<file path="src/rtl/uart_mmio_pkg.sv">
// Shared definitions for the UART MMIO bridge: register map, STATUS layout, TX FSM states.
package uart_mmio_pkg;

    // Register select, taken from bus_addr[3:2]
    localparam logic [1:0] REG_TXDATA = 2'd0;
    localparam logic [1:0] REG_RXDATA = 2'd1;
    localparam logic [1:0] REG_STATUS = 2'd2;
    localparam logic [1:0] REG_RSVD   = 2'd3;

    // STATUS bit positions
    localparam int ST_TX_FULL    = 0;
    localparam int ST_TX_EMPTY   = 1;
    localparam int ST_RX_NONEMPTY = 2;
    localparam int ST_RX_FULL    = 3;
    localparam int ST_TX_OVF     = 4;
    localparam int ST_RX_OVR     = 5;

    // WAIT_BUSY timeout: the down-counter is loaded with this value on ISSUE and
    // the FSM gives up when it reaches zero, i.e. three cycles without busy.
    localparam logic [1:0] WAIT_BUSY_TC = 2'd2;

    typedef enum logic [1:0] {
        IDLE      = 2'd0,
        ISSUE     = 2'd1,
        WAIT_BUSY = 2'd2,
        WAIT_DONE = 2'd3
    } tx_state_e;

endpackage

</file>
<file path="src/rtl/sync_fifo.sv">
// Single-clock FIFO with extra-MSB pointers. Head is combinational from memory.
// A push on a full FIFO is accepted only if a pop happens in the same cycle.
module sync_fifo #(
    parameter int WIDTH = 8,
    parameter int DEPTH = 8
) (
    input  logic             clk,
    input  logic             rst,
    input  logic             push,
    input  logic             pop,
    input  logic [WIDTH-1:0] din,
    output logic             full,
    output logic             empty,
    output logic [WIDTH-1:0] head
);
    localparam int AW = $clog2(DEPTH);

    logic [WIDTH-1:0] mem [DEPTH];
    logic [AW:0]      wr_ptr;
    logic [AW:0]      rd_ptr;
    logic             do_push;
    logic             do_pop;

    assign empty   = (wr_ptr == rd_ptr);
    assign full    = (wr_ptr[AW] != rd_ptr[AW]) && (wr_ptr[AW-1:0] == rd_ptr[AW-1:0]);
    assign do_pop  = pop && !empty;
    assign do_push = push && (!full || do_pop);
    assign head    = mem[rd_ptr[AW-1:0]];

    // Pointer update; pointers wrap naturally through the extra MSB
    always_ff @(posedge clk) begin
        if (rst) begin
            wr_ptr <= '0;
            rd_ptr <= '0;
        end else begin
            if (do_push) wr_ptr <= wr_ptr + 1'b1;
            if (do_pop)  rd_ptr <= rd_ptr + 1'b1;
        end
    end

    // Storage write, no reset needed
    always_ff @(posedge clk) begin
        if (do_push) mem[wr_ptr[AW-1:0]] <= din;
    end

endmodule

</file>
<file path="src/rtl/uart_mmio_bridge.sv">
// Memory-mapped bridge between the data-memory bus and the UART core.
// TX bytes are queued and paced into the UART one at a time; RX bytes are
// captured on the rising edge of outValid and queued for the CPU to poll.
//
// TX FSM states
//   state     | meaning
//   IDLE      | waiting for queued data, UART not busy and ready
//   ISSUE     | uart_we high for one cycle with FIFO head on uart_data
//   WAIT_BUSY | waiting for UART to accept (busy); no busy in 3 cycles -> retry
//   WAIT_DONE | byte accepted and popped; waiting for busy to drop
module uart_mmio_bridge
    import uart_mmio_pkg::*;
#(
    parameter int FIFO_DEPTH = 8
) (
    input  logic        clk,
    input  logic        rst,
    input  logic [3:0]  bus_addr,
    input  logic        bus_we,
    input  logic        bus_re,
    input  logic [31:0] bus_wdata,
    output logic [31:0] bus_rdata,
    output logic        bus_rvalid,
    output logic        uart_we,
    output logic [7:0]  uart_data,
    input  logic        uart_busy,
    input  logic        uart_ready,
    input  logic [7:0]  uart_rx_data,
    input  logic        uart_rx_vld,
    output logic        irq
);
    tx_state_e   state, state_nxt;
    logic [1:0]  wcnt, wcnt_nxt;
    logic [1:0]  reg_sel;
    logic        tx_wr, tx_push, tx_pop, tx_full, tx_empty;
    logic [7:0]  tx_head;
    logic        rx_rd, rx_pop, rx_push, rx_rise, rx_full, rx_empty;
    logic [7:0]  rx_head;
    logic        rx_vld_q;
    logic        sts_wr;
    logic        tx_ovf, rx_ovr;
    logic [5:0]  status;
    logic [31:0] rd_mux;
    logic        unused_bits;

    assign unused_bits = ^{bus_addr[1:0], bus_wdata[31:8]};

    assign reg_sel = bus_addr[3:2];
    assign tx_wr   = bus_we && (reg_sel == REG_TXDATA);
    assign tx_push = tx_wr && !tx_full;
    assign sts_wr  = bus_we && (reg_sel == REG_STATUS);
    assign rx_rd   = bus_re && (reg_sel == REG_RXDATA);
    assign rx_pop  = rx_rd && !rx_empty;
    assign rx_rise = uart_rx_vld && !rx_vld_q;
    // A rise into a full RX FIFO is still stored when the CPU pops in the same cycle
    assign rx_push = rx_rise && (!rx_full || rx_pop);

    assign uart_data = tx_empty ? 8'h00 : tx_head;

    sync_fifo #(.WIDTH(8), .DEPTH(FIFO_DEPTH)) u_tx_fifo (
        .clk   (clk),
        .rst   (rst),
        .push  (tx_push),
        .pop   (tx_pop),
        .din   (bus_wdata[7:0]),
        .full  (tx_full),
        .empty (tx_empty),
        .head  (tx_head)
    );

    sync_fifo #(.WIDTH(8), .DEPTH(FIFO_DEPTH)) u_rx_fifo (
        .clk   (clk),
        .rst   (rst),
        .push  (rx_push),
        .pop   (rx_pop),
        .din   (uart_rx_data),
        .full  (rx_full),
        .empty (rx_empty),
        .head  (rx_head)
    );

    // TX FSM state and retry timer registers
    always_ff @(posedge clk) begin
        if (rst) begin
            state <= IDLE;
            wcnt  <= '0;
        end else begin
            state <= state_nxt;
            wcnt  <= wcnt_nxt;
        end
    end

    // TX FSM next-state, pop and write-enable decode
    always_comb begin
        state_nxt = state;
        wcnt_nxt  = wcnt;
        tx_pop    = 1'b0;
        uart_we   = 1'b0;
        case (state)
            IDLE: begin
                if (!tx_empty && !uart_busy && uart_ready) state_nxt = ISSUE;
            end
            ISSUE: begin
                uart_we   = 1'b1;
                wcnt_nxt  = WAIT_BUSY_TC;
                state_nxt = WAIT_BUSY;
            end
            WAIT_BUSY: begin
                if (uart_busy) begin
                    tx_pop    = 1'b1;
                    state_nxt = WAIT_DONE;
                end else if (wcnt == 2'd0) begin
                    state_nxt = IDLE;
                end else begin
                    wcnt_nxt = wcnt - 2'd1;
                end
            end
            WAIT_DONE: begin
                if (!uart_busy) state_nxt = IDLE;
            end
            default: state_nxt = IDLE;
        endcase
    end

    // Sticky overflow bits: set by dropped bytes, cleared by writing 1 to STATUS
    always_ff @(posedge clk) begin
        if (rst) begin
            tx_ovf <= 1'b0;
            rx_ovr <= 1'b0;
        end else begin
            if (sts_wr && bus_wdata[ST_TX_OVF])  tx_ovf <= 1'b0;
            if (tx_wr && tx_full)                tx_ovf <= 1'b1;
            if (sts_wr && bus_wdata[ST_RX_OVR])  rx_ovr <= 1'b0;
            if (rx_rise && rx_full && !rx_pop)   rx_ovr <= 1'b1;
        end
    end

    // STATUS assembly and read-data mux
    always_comb begin
        status                 = '0;
        status[ST_TX_FULL]     = tx_full;
        status[ST_TX_EMPTY]    = tx_empty;
        status[ST_RX_NONEMPTY] = !rx_empty;
        status[ST_RX_FULL]     = rx_full;
        status[ST_TX_OVF]      = tx_ovf;
        status[ST_RX_OVR]      = rx_ovr;
        rd_mux = '0;
        case (reg_sel)
            REG_RXDATA: if (!rx_empty) rd_mux = {23'd0, 1'b1, rx_head};
            REG_STATUS: rd_mux = {26'd0, status};
            default:    rd_mux = '0;
        endcase
    end

    // Registered read response, RX edge detect and interrupt
    always_ff @(posedge clk) begin
        if (rst) begin
            bus_rvalid <= 1'b0;
            bus_rdata  <= '0;
            rx_vld_q   <= 1'b0;
            irq        <= 1'b0;
        end else begin
            bus_rvalid <= bus_re;
            if (bus_re) bus_rdata <= rd_mux;
            rx_vld_q   <= uart_rx_vld;
            irq        <= !rx_empty || tx_ovf || rx_ovr;
        end
    end

endmodule

</file>
<file path="config.mk">
export PLATFORM = sky130hd
export DESIGN_NAME = uart_mmio_bridge
export DESIGN_NICKNAME = d
export VERILOG_FILES = /design/src/rtl/uart_mmio_pkg.sv /design/src/rtl/sync_fifo.sv /design/src/rtl/uart_mmio_bridge.sv
export SDC_FILE = /design/constraint.sdc
export NUM_CORES = 1
export LEC_CHECK = 0
export BUFFER_PORTS_ARGS = -buffer_cell sky130_fd_sc_hd__buf_2
export CORE_UTILIZATION = 61
export DETAILED_ROUTE_END_ITERATION = 16
export GPL_TIMING_DRIVEN = 0
export PLACE_DENSITY_LB_ADDON = 0.12
export SLEW_MARGIN = 40
export SYNTH_ARGS = -nofsm -noshare
export SYNTH_HDL_FRONTEND = slang
export SYNTH_SLANG_ARGS = --single-unit
</file>
<file path="constraint.sdc">
create_clock -name clk -period 5.82 [get_ports clk]
set_input_delay 0 -clock clk [delete_from_list [all_inputs] [get_ports clk]]
set_output_delay 0 -clock clk [all_outputs]
set_load 0.01 [all_outputs]
</file>
==> results of run 1 <==
==> worst max-delay path by stage <==
stage | from | end | cells after the start
2_1_floorplan | u_rx_fifo.wr_ptr[1] | u_rx_fifo.mem[2][0] | 6
3_3_place_gp | u_rx_fifo.wr_ptr[1] | u_rx_fifo.mem[2][4] | 6
3_5_place_dp | u_tx_fifo.wr_ptr[1] | u_tx_fifo.mem[2][0] | 5
4_1_cts | flip-flop | uart_data[4] | 6
5_1_grt | flip-flop | uart_data[4] | 6
6_report | flip-flop | uart_data[4] | 6
==> per-stage QoR <==
stage               hold slack, ns  cell area (sq um)
floorplan                   0.0989               7150
global placement             0.221               7540
detailed placement           0.241               7580
CTS                          0.206               8410
global route                 0.257               8420
finish                       0.216               8420
==> cells by family after synthesis <==
group,count (synthesis),share of synthesized area
flops,168,0.658
simple gates,98,0.0730
buf+inv,60,0.0500
compound gates,53,0.0544
mux,53,0.138
xor+xnor,10,0.0124
fa+ha+maj,8,0.0142
other cells,1,0.000531
==> synthesized netlist by cell type, types with 3 or more instances <==
library cell / n
mux4_2: 19
dfxtp_1: 40
nand3_1: 9
clkbuf_1: 7
xor2_1: 4
nor2_1: 31
mux2_2: 9
nand2b_1: 7
nor2b_1: 4
ha_1: 8
a222oi_1: 5
a211oi_1: 5
inv_1: 13
nor3_1: 4
a21oi_1: 18
buf_2: 8
buf_1: 4
mux2i_1: 13
and3_1: 3
xnor2_1: 6
buf_4: 25
mux4_1: 12
nand2_1: 20
or3_1: 4
edfxtp_1: 128
o21ai_0: 5
o31ai_1: 3
==> registers in the layout, indices dropped and copies added (netlist names), named ones only <==
register	flops
u_tx_fifo.mem	64
state	2
rx_vld_q	1
u_rx_fifo.wr_ptr	4
tx_ovf	1
wcnt	2
bus_rvalid	1
u_tx_fifo.rd_ptr	4
u_tx_fifo.wr_ptr	4
irq	1
u_rx_fifo.rd_ptr	4
bus_rdata	9
rx_ovr	1
u_rx_fifo.mem	64
==> layout make-up <==
type                       count  share of cell area
tap                          140              0.0208
multi-input combinational    245               0.260
clock buffer                  19              0.0514
buffer                        46              0.0357
sequential                   168               0.552
timing repair buffer          67              0.0532
clock inverter                12              0.0208
inverter                      14             0.00624
==> power by group through the flow <==
stage               registers, uW  clock network (uW)  logic (uW)
global placement             1340                   0         114
floorplan                    1340                   0        74.3
detailed placement           1340                   0         120
global route                 1310                1210         147
finish                       1310                1160         134
CTS                          1310                1160         133
==> tightest hold or removal path: stages <==
cell	delay (ns)
buf_2	0.11
inv_1	0.07
ha_1	0.19
nand3_1	0.10
a21oi_1	0.13
==> routing by layer <==
metal	vias up	track usage	share of wire
met5	-	0	0
met4	0	0.0733	0.0099
met3	17	0.0741	0.062
met2	152	0.394	0.50
met1	2064	0.322	0.43
li1	1923	-	-
==> timing repair <==
item	in CTS	in global routing
hold endpoints to repair	138	0
hold buffers	22	0
gates resized for setup	0	0
==> reports/results.ini, run 1 <==
[setup_path]
r2r_slack_ns = 3.38
path_cells = clkbuf_1 -> clkbuf_1 -> mux4_2 -> mux2i_1 -> nor2_1 -> buf_2
cp_slowest_stage_delay_ns = 0.67
timing.rr.end = u_rx_fifo.mem[2][5]
crit_slowest_cell = clkbuf_1
worst_r2r_startpoint = u_rx_fifo.wr_ptr[1]
critPathArrivalTime_ns = 2.65
cp.buffers_inverters = 3
reg2reg_depth = 7
cp_common_cell = clkbuf_1
cpLargestDelayFamily = buffers and inverters
startpoint_type = flip-flop
critPathKind = flip-flop to primary output
crit_required_ns = 5.82
critPathMaxFanout = 10
cp-end-kind = primary output

[drt]
dr.pass1.iters = 5
antenna_left = 0
vias_per_cell = 5.85
drt-initial-drc-count = 250
routed_wl_um = 13600
wire_per_inst_um = 19.1
num_vias = 4156
drc = 0

[clocking]
htree_num_levels = 4
cts_sinks = 168
clockBufferDepth = 2
numCtsBuffers = 17
cts.clk_slew.worst_paths_ns = 0.06
cts_root_buffer = clkbuf_16
clock_latency_ns = 0.42
cts_tree = built
postCtsSetupBuffers = 0

[hold_path]
min_to = bus_rdata[7]
hold_start = bus_addr[3]
hold_path_class = input pin to flip-flop
whs_path_depth = 5

[floorplanning]
die_y_um = 110
core-area_sq_um = 11100
dieArea_sq_um = 12000
die-width_um = 110
io_pins = 94
std_cell_rows = 38
start_util = 0.638

[placed_design]
preCtsSetupSlack_ns = 3.38
port_buffers = 44
dp.cells = 658
place.gp.congestion = 0.829
hpwl_um = 8820

[timing]
max_freq_ghz = 0.377
timing.slew.headroom = 0.461
setup_tns_ns = 0
setup_ws_ns = 3.17
setup_viol = 0
slew_viol_final = 0
fin_crit_ns = 2.65
rsz0062_at_grt = no
finalCritPeriodShare = 0.456
skew_ns = 0.0117
finalHoldViolations = 0
worst_slew_pin_slew_ns = 0.804

[synthesis]
synth_edf_count = 128
synth_area_sq_um = 7060
synth_cells = 451
synth_warnings = 0
synth_top_cells_by_area = edfxtp_1 54%, dfxtp_1 11%, mux4_2 6.1%
synthFlopType = edfxtp_1
synth.top_cell.area_share = 0.544
async_flop_share = 0
synth_cell_types = 56
synth-seq-cells = 168
syn_avg_cell_area_sq_um = 15.7
synth_seq_area_share = 0.658
synth_top_cell_by_area = edfxtp_1

[global_route]
antenna_found_initial = 0
grt_pass1_vias = 4049
grt_util_all_layers = 0.244
grt_pass1_wl_um = 20500
grt_max_degree = 17
grt_overflow_total = 0

[run]
drv_cap = 0

[pwr]
power.clock.fraction = 0.445
pwr_density_cell_nw_per_um2 = 309
switching_power_uw = 524
seq_power_share = 0.504
sw_frac_of_total = 0.201
comb_power_share = 0.051
ir_worst_vdd_mv = 0.320
p_int_uw = 2080
p_leak_uw = 0.00300
total_power_uw = 2600

[outcome]
status = complete, no violations

[finish]
multi_input_area_sq_um = 2190
antenna_cells = 0
stdcell_count = 711
finish.utilization = 0.760
drive_gt1_frac = 0.264
final_nets = 618
final-seq-area_sq_um = 4640
mostFrequentLayoutCells = 128 x edfxtp_1, 52 x buf_2, 40 x dfxtp_1
final_common_cell = edfxtp_1
syn2layout_area_growth_pct = 19.2
nFillCells = 655

(Power assumes the default switching activity.)
==> inputs of run 2 (changes only) <==
- CORE_UTILIZATION: 61 -> 52
- clock period: 5.82 -> 2.36 ns (I/O delays scaled with it)
==> run 2 against run 1 <==
Sequential power up 150%. Cell count up 5.5%. Utilization down 12 points. Critical endpoint is now u_tx_fifo.mem[0][2].
==> reports/results.ini, run 2 (synthesis results as in run 1) <==
[outcome]
status = complete, no violations

[global_route]
grt_pass1_wl_um = 21000  ; +2.3%
grt_util_all_layers = 0.204  ; -0.0400
grt_max_degree = 17  ; unchanged
antenna_found_initial = 0  ; unchanged
grt_pass1_vias = 3975  ; -1.8%
grt_overflow_total = 0  ; unchanged

[drt]
routed_wl_um = 13300  ; -2.2%
dr.pass1.iters = 7  ; +2
antenna_left = 0  ; unchanged
drc = 0  ; unchanged
vias_per_cell = 5.37  ; -8.1%
wire_per_inst_um = 17.7  ; -7.3%
drt-initial-drc-count = 268  ; +7.2%
num_vias = 4030  ; -3.0%

[finish]
nFillCells = 1009  ; +54%
stdcell_count = 750  ; +5.5%
mostFrequentLayoutCells = 128 x edfxtp_1, 51 x buf_2, 40 x dfxtp_1
final_nets = 620  ; +0.32%
final_common_cell = edfxtp_1
drive_gt1_frac = 0.287  ; +0.0230
syn2layout_area_growth_pct = 20.4
antenna_cells = 0  ; unchanged

[pwr]
seq_power_share = 0.526  ; +0.022
sw_frac_of_total = 0.216  ; +0.0146
ir_worst_vdd_mv = 0.603  ; +88%
comb_power_share = 0.055  ; +0.004
p_int_uw = 4810  ; +130%
pwr_density_cell_nw_per_um2 = 722  ; +130%
power.clock.fraction = 0.418  ; -0.027
switching_power_uw = 1330  ; +150%
p_leak_uw = 0.00297  ; -0.89%

[setup_path]
critPathArrivalTime_ns = 2.37  ; -0.28 ns
critPathKind = flip-flop to flip-flop
crit_slowest_cell = xor2_1
crit_required_ns = 2.50  ; -3.32 ns
cp_common_cell = buf_4
startpoint_type = flip-flop
critPathMaxFanout = 8  ; -2
cp-end-kind = flip-flop
cp.buffers_inverters = 2  ; -1
cp_slowest_stage_delay_ns = 0.40  ; -0.27 ns
cpLargestDelayFamily = simple AND/OR/NAND/NOR gates
path_cells = buf_4 -> xor2_1 -> o41a_1 -> nand2b_1 -> nor3_4 -> buf_4

[timing]
setup_viol = 0  ; unchanged
timing.slew.headroom = 0.537  ; +0.0761
setup_ws_ns = 0.125  ; -3.04 ns
fin_crit_ns = 2.23
finalCritPeriodShare = 0.947
finalHoldViolations = 0  ; unchanged
max_freq_ghz = 0.447
worst_slew_pin_slew_ns = 0.694  ; -0.110 ns
slew_viol_final = 0  ; unchanged
skew_ns = 0.00554  ; -0.00615 ns
rsz0062_at_grt = no

[floorplanning]
die_y_um = 119  ; +8.2%
die-width_um = 119  ; +8.2%
core-area_sq_um = 13200  ; +20%
io_pins = 94  ; unchanged
dieArea_sq_um = 14100  ; +17%
std_cell_rows = 42  ; +11%
start_util = 0.533  ; -0.104

[clocking]
cts_tree = built
numCtsBuffers = 17  ; unchanged
cts.clk_slew.worst_paths_ns = 0.06  ; about the same
cts_sinks = 168  ; unchanged
clock_latency_ns = 0.42  ; about the same
htree_num_levels = 4  ; unchanged
cts_root_buffer = clkbuf_16
clockBufferDepth = 2  ; unchanged

[placed_design]
port_buffers = 44  ; unchanged
dp.cells = 693  ; +5.3%
preCtsSetupSlack_ns = -0.158  ; -3.54 ns
place.gp.congestion = 0.770  ; -7.2%
hpwl_um = 8650  ; -2.0%

[hold_path]
hold_path_class = input pin to flip-flop

[run]
drv_cap = 0  ; unchanged

## run 2: cell count changes in the layout (fill, tap and decap cells not counted), moves of 3 or more
cell        previous run  this run
clkinvlp_4             1         6
clkbuf_1               9         5
bufinv_16              4         1
nor2_4                 0         3
## run 2: metrics by stage
step | total power [uW] | hold slack, ns | utilization | setup TNS (ns) | area, sq um
5_1_grt | 6320 | 0.223 | 0.642 | 0 | 8500
3_3_place_gp | 3580 | 0.221 | 0.573 | -10.59 | 7590
2_1_floorplan | 3480 | 0.0989 | - | 0 | 7150
4_1_cts | 6160 | 0.195 | 0.636 | -1.06 | 8430
3_5_place_dp | 3590 | 0.230 | 0.575 | -2.71 | 7620
6_report | 6140 | 0.208 | 0.642 | 0 | 8500
## run 2: repair_timing
action	in CTS	in global routing
endpoints found under the hold margin	137	0
pin swaps	0	2
hold buffers	22	0
gates resized for setup	9	13
setup endpoints to repair	96	83
buffers inserted	1	3
## run 2: worst register-to-register path, stage by stage (launching register included)
cell and delay, ns:
dfxtp_1 0.33, buf_4 0.19, xor2_1 0.40, o41a_1 0.28
nand2b_1 0.28, nor3_4 0.28, buf_4 0.19
## run 2: final cells by class
cell class                 instances  area, sq um  share of cell area
buffer                            45          304              0.0358
clock buffer                      17          425              0.0500
clock inverter                    15          129              0.0152
inverter                          14         52.6             0.00618
multi-input combinational        245         2240               0.264
sequential                       168         4640               0.546
tap                              176          220              0.0259
timing repair buffer              70          483              0.0568
## run 2: power groups by stage
stage	sequential (uW)	combinational, uW	clock, uW
global placement	3290	289	0
floorplan	3300	184	0
detailed placement	3300	300	0
global route	3230	372	2710
finish	3230	340	2570
CTS	3230	331	2600
## run 2: path summary, 6_finish.rpt
kind                                             to                 from  slack [ns]  cells past startpoint
worst max-delay path            u_tx_fifo.mem[0][2]  u_tx_fifo.wr_ptr[1]        0.13                      6
worst min register to register         bus_rdata[7]         bus_rdata[7]        0.46                      2
worst max register to register  u_tx_fifo.mem[0][2]  u_tx_fifo.wr_ptr[1]        0.13                      6
worst min-delay path                   bus_rdata[7]          bus_addr[3]        0.21                      5
## run 2: per-layer routing
layer  track usage  wire [um]
met5             0          0
met4        0.0815        212
met3        0.0425        465
met2         0.345       6690
met1         0.257       5910
==> inputs of run 3 (changes only) <==
- PLACE_DENSITY_LB_ADDON: 0.12 -> 0.2
==> run 3 against run 2 <==
Worst setup slack worse by 0.0094 ns. Critical path depth down 1. Register-to-register slack about the same. Via count up 0.77%. Flip-flop and latch count unchanged. Clock skew up 0.0026 ns.
==> reports/results.ini, run 3 (synthesis results as in run 1) <==
[pwr]
p_leak_uw = 0.00297  ; about the same
pwr_density_cell_nw_per_um2 = 729  ; +1.0%
sw_frac_of_total = 0.206  ; -0.0101
comb_power_share = 0.055  ; about the same
power.clock.fraction = 0.422  ; +0.004
switching_power_uw = 1270  ; -4.1%
seq_power_share = 0.523  ; -0.003
p_int_uw = 4910  ; +1.9%
total_power_uw = 6180  ; +0.62%
ir_worst_vdd_mv = 0.481  ; -20%

[global_route]
grt_max_degree = 17  ; unchanged
grt_pass1_wl_um = 21600  ; +3.3%
grt_util_all_layers = 0.212  ; +0.00796
grt_overflow_total = 0  ; unchanged
grt.busiest_layer = met2
grt.met3_usage = 0.0545  ; +0.0121
antenna_found_initial = 0  ; unchanged
use_met1 = 0.258  ; +0.000742
met2_usage = 0.357  ; +0.0128
grt_pass1_vias = 4076  ; +2.5%

[clocking]
cts.clk_slew.worst_paths_ns = 0.06  ; about the same
htree_num_levels = 4  ; unchanged
cts_root_buffer = clkbuf_16
clockBufferDepth = 2  ; unchanged
clock_latency_ns = 0.43  ; about the same
cts_tree = built
cts_sinks = 168  ; unchanged
numCtsBuffers = 17  ; unchanged

[floorplanning]
die_y_um = 119  ; unchanged
io_pins = 94  ; unchanged
die-width_um = 119  ; unchanged
core-area_sq_um = 13200  ; unchanged
dieArea_sq_um = 14100  ; unchanged
start_util = 0.533  ; unchanged
std_cell_rows = 42  ; unchanged

[timing]
max_freq_ghz = 0.446  ; -0.42%
rsz0062_at_grt = yes
worst_slew_pin_slew_ns = 0.719  ; +0.0254 ns
setup_viol = 0  ; unchanged
slew_viol_final = 0  ; unchanged
timing.slew.headroom = 0.520  ; -0.0170
whs_ns = 0.207  ; -0.00111 ns
skew_ns = 0.00818  ; +0.00265 ns
fin_crit_ns = 2.24  ; +0.00941 ns
finalHoldViolations = 0  ; unchanged
finalCritPeriodShare = 0.951  ; +0.00399

[setup_path]
critPathMaxFanout = 5  ; -3
cp-end-kind = flip-flop
critPathArrivalTime_ns = 2.38  ; about the same
startpoint_type = flip-flop
critPathKind = flip-flop to flip-flop
crit_required_ns = 2.50  ; about the same

[drt]
vias_per_cell = 5.44  ; +1.2%
drt-initial-drc-count = 285  ; +6.3%
antenna_left = 0  ; unchanged
drc = 0  ; unchanged
routed_wl_um = 13800  ; +4.1%
num_vias = 4061  ; +0.77%
wire_per_inst_um = 18.5  ; +4.6%
dr.pass1.iters = 6  ; -1

[outcome]
status = complete, no violations

[finish]
final_nets = 618  ; -0.32%
final-seq-area_sq_um = 4640  ; unchanged
multi_input_area_sq_um = 2230  ; -0.61%
syn2layout_area_growth_pct = 19.9
antenna_cells = 0  ; unchanged
drive_gt1_frac = 0.280  ; -0.00725
mostFrequentLayoutCells = 128 x edfxtp_1, 52 x buf_2, 40 x dfxtp_1
nFillCells = 1012  ; +0.30%
final_common_cell = edfxtp_1

[hold_path]
hold_path_class = input pin to flip-flop

[placed_design]
place.gp.congestion = 0.785  ; +2.0%
hpwl_um = 9050  ; +4.7%
port_buffers = 44  ; unchanged

[run]
drv_cap = 0  ; unchanged

-- run 3: area by class of cell --
class                      instances  share of cell area
buffer                            44              0.0355
clock buffer                      22              0.0524
clock inverter                     9              0.0121
inverter                          14             0.00620
multi-input combinational        245               0.263
sequential                       168               0.548
tap                              176              0.0260
timing repair buffer              69              0.0561
-- run 3: stage by stage --
| stage | util | area, sq um | TNS (ns) | worst slack (ns) | instances |
|---|---|---|---|---|---|
| 2_1_floorplan | - | 7150 | 0 | 0.140 | 473 |
| 3_3_place_gp | 0.573 | 7590 | -10.85 | -0.457 | 693 |
| 3_5_place_dp | 0.577 | 7630 | -1.16 | -0.0537 | 695 |
| 4_1_cts | 0.636 | 8430 | -0.875 | -0.0549 | 749 |
| 5_1_grt | 0.640 | 8470 | 0 | 0.00227 | 747 |
| 6_report | 0.640 | 8470 | 0 | 0.116 | 747 |
-- run 3: path summary, 6_finish.rpt --
check                      start  slack, ns                  end  cells after the start
min reg2reg         bus_rdata[2]       0.47         bus_rdata[2]                      2
min                  bus_addr[2]       0.21         bus_rdata[2]                      5
max reg2reg  u_tx_fifo.rd_ptr[0]       0.12  u_tx_fifo.mem[0][5]                      5
max          u_tx_fifo.rd_ptr[0]       0.12  u_tx_fifo.mem[0][5]                      5
-- run 3: what timing repair did --
| item | CTS | global route |
|---|---|---|
| setup endpoints to repair | 40 | 74 |
| buffers inserted | 1 | 0 |
| gates resized for setup | 3 | 14 |
| endpoints found under the hold margin | 138 | 0 |
| hold buffers | 22 | 0 |
| pin swaps | 0 | 0 |
-- run 3: metal layers --
layer	vias to the layer above	wire, um
met5	-	0
met1	2014	5800
li1	1910	-
met2	120	7090
met3	17	713
met4	0	236
-- run 3: power by group through the flow --
stage,logic (uW),registers (uW),clock network (uW)
final,338,3230,2610
after global routing,366,3230,2760
after CTS,333,3230,2650
after detailed placement,301,3300,0
after global placement,287,3290,0
after floorplan,184,3300,0
-- run 3: worst max-delay path, cell delays in order, from the launching register on --
cell	delay, ns
dfxtp_1	0.43
xor2_1	0.43
o41a_1	0.27
nand2b_1	0.24
nor3_4	0.37
buf_4	0.23
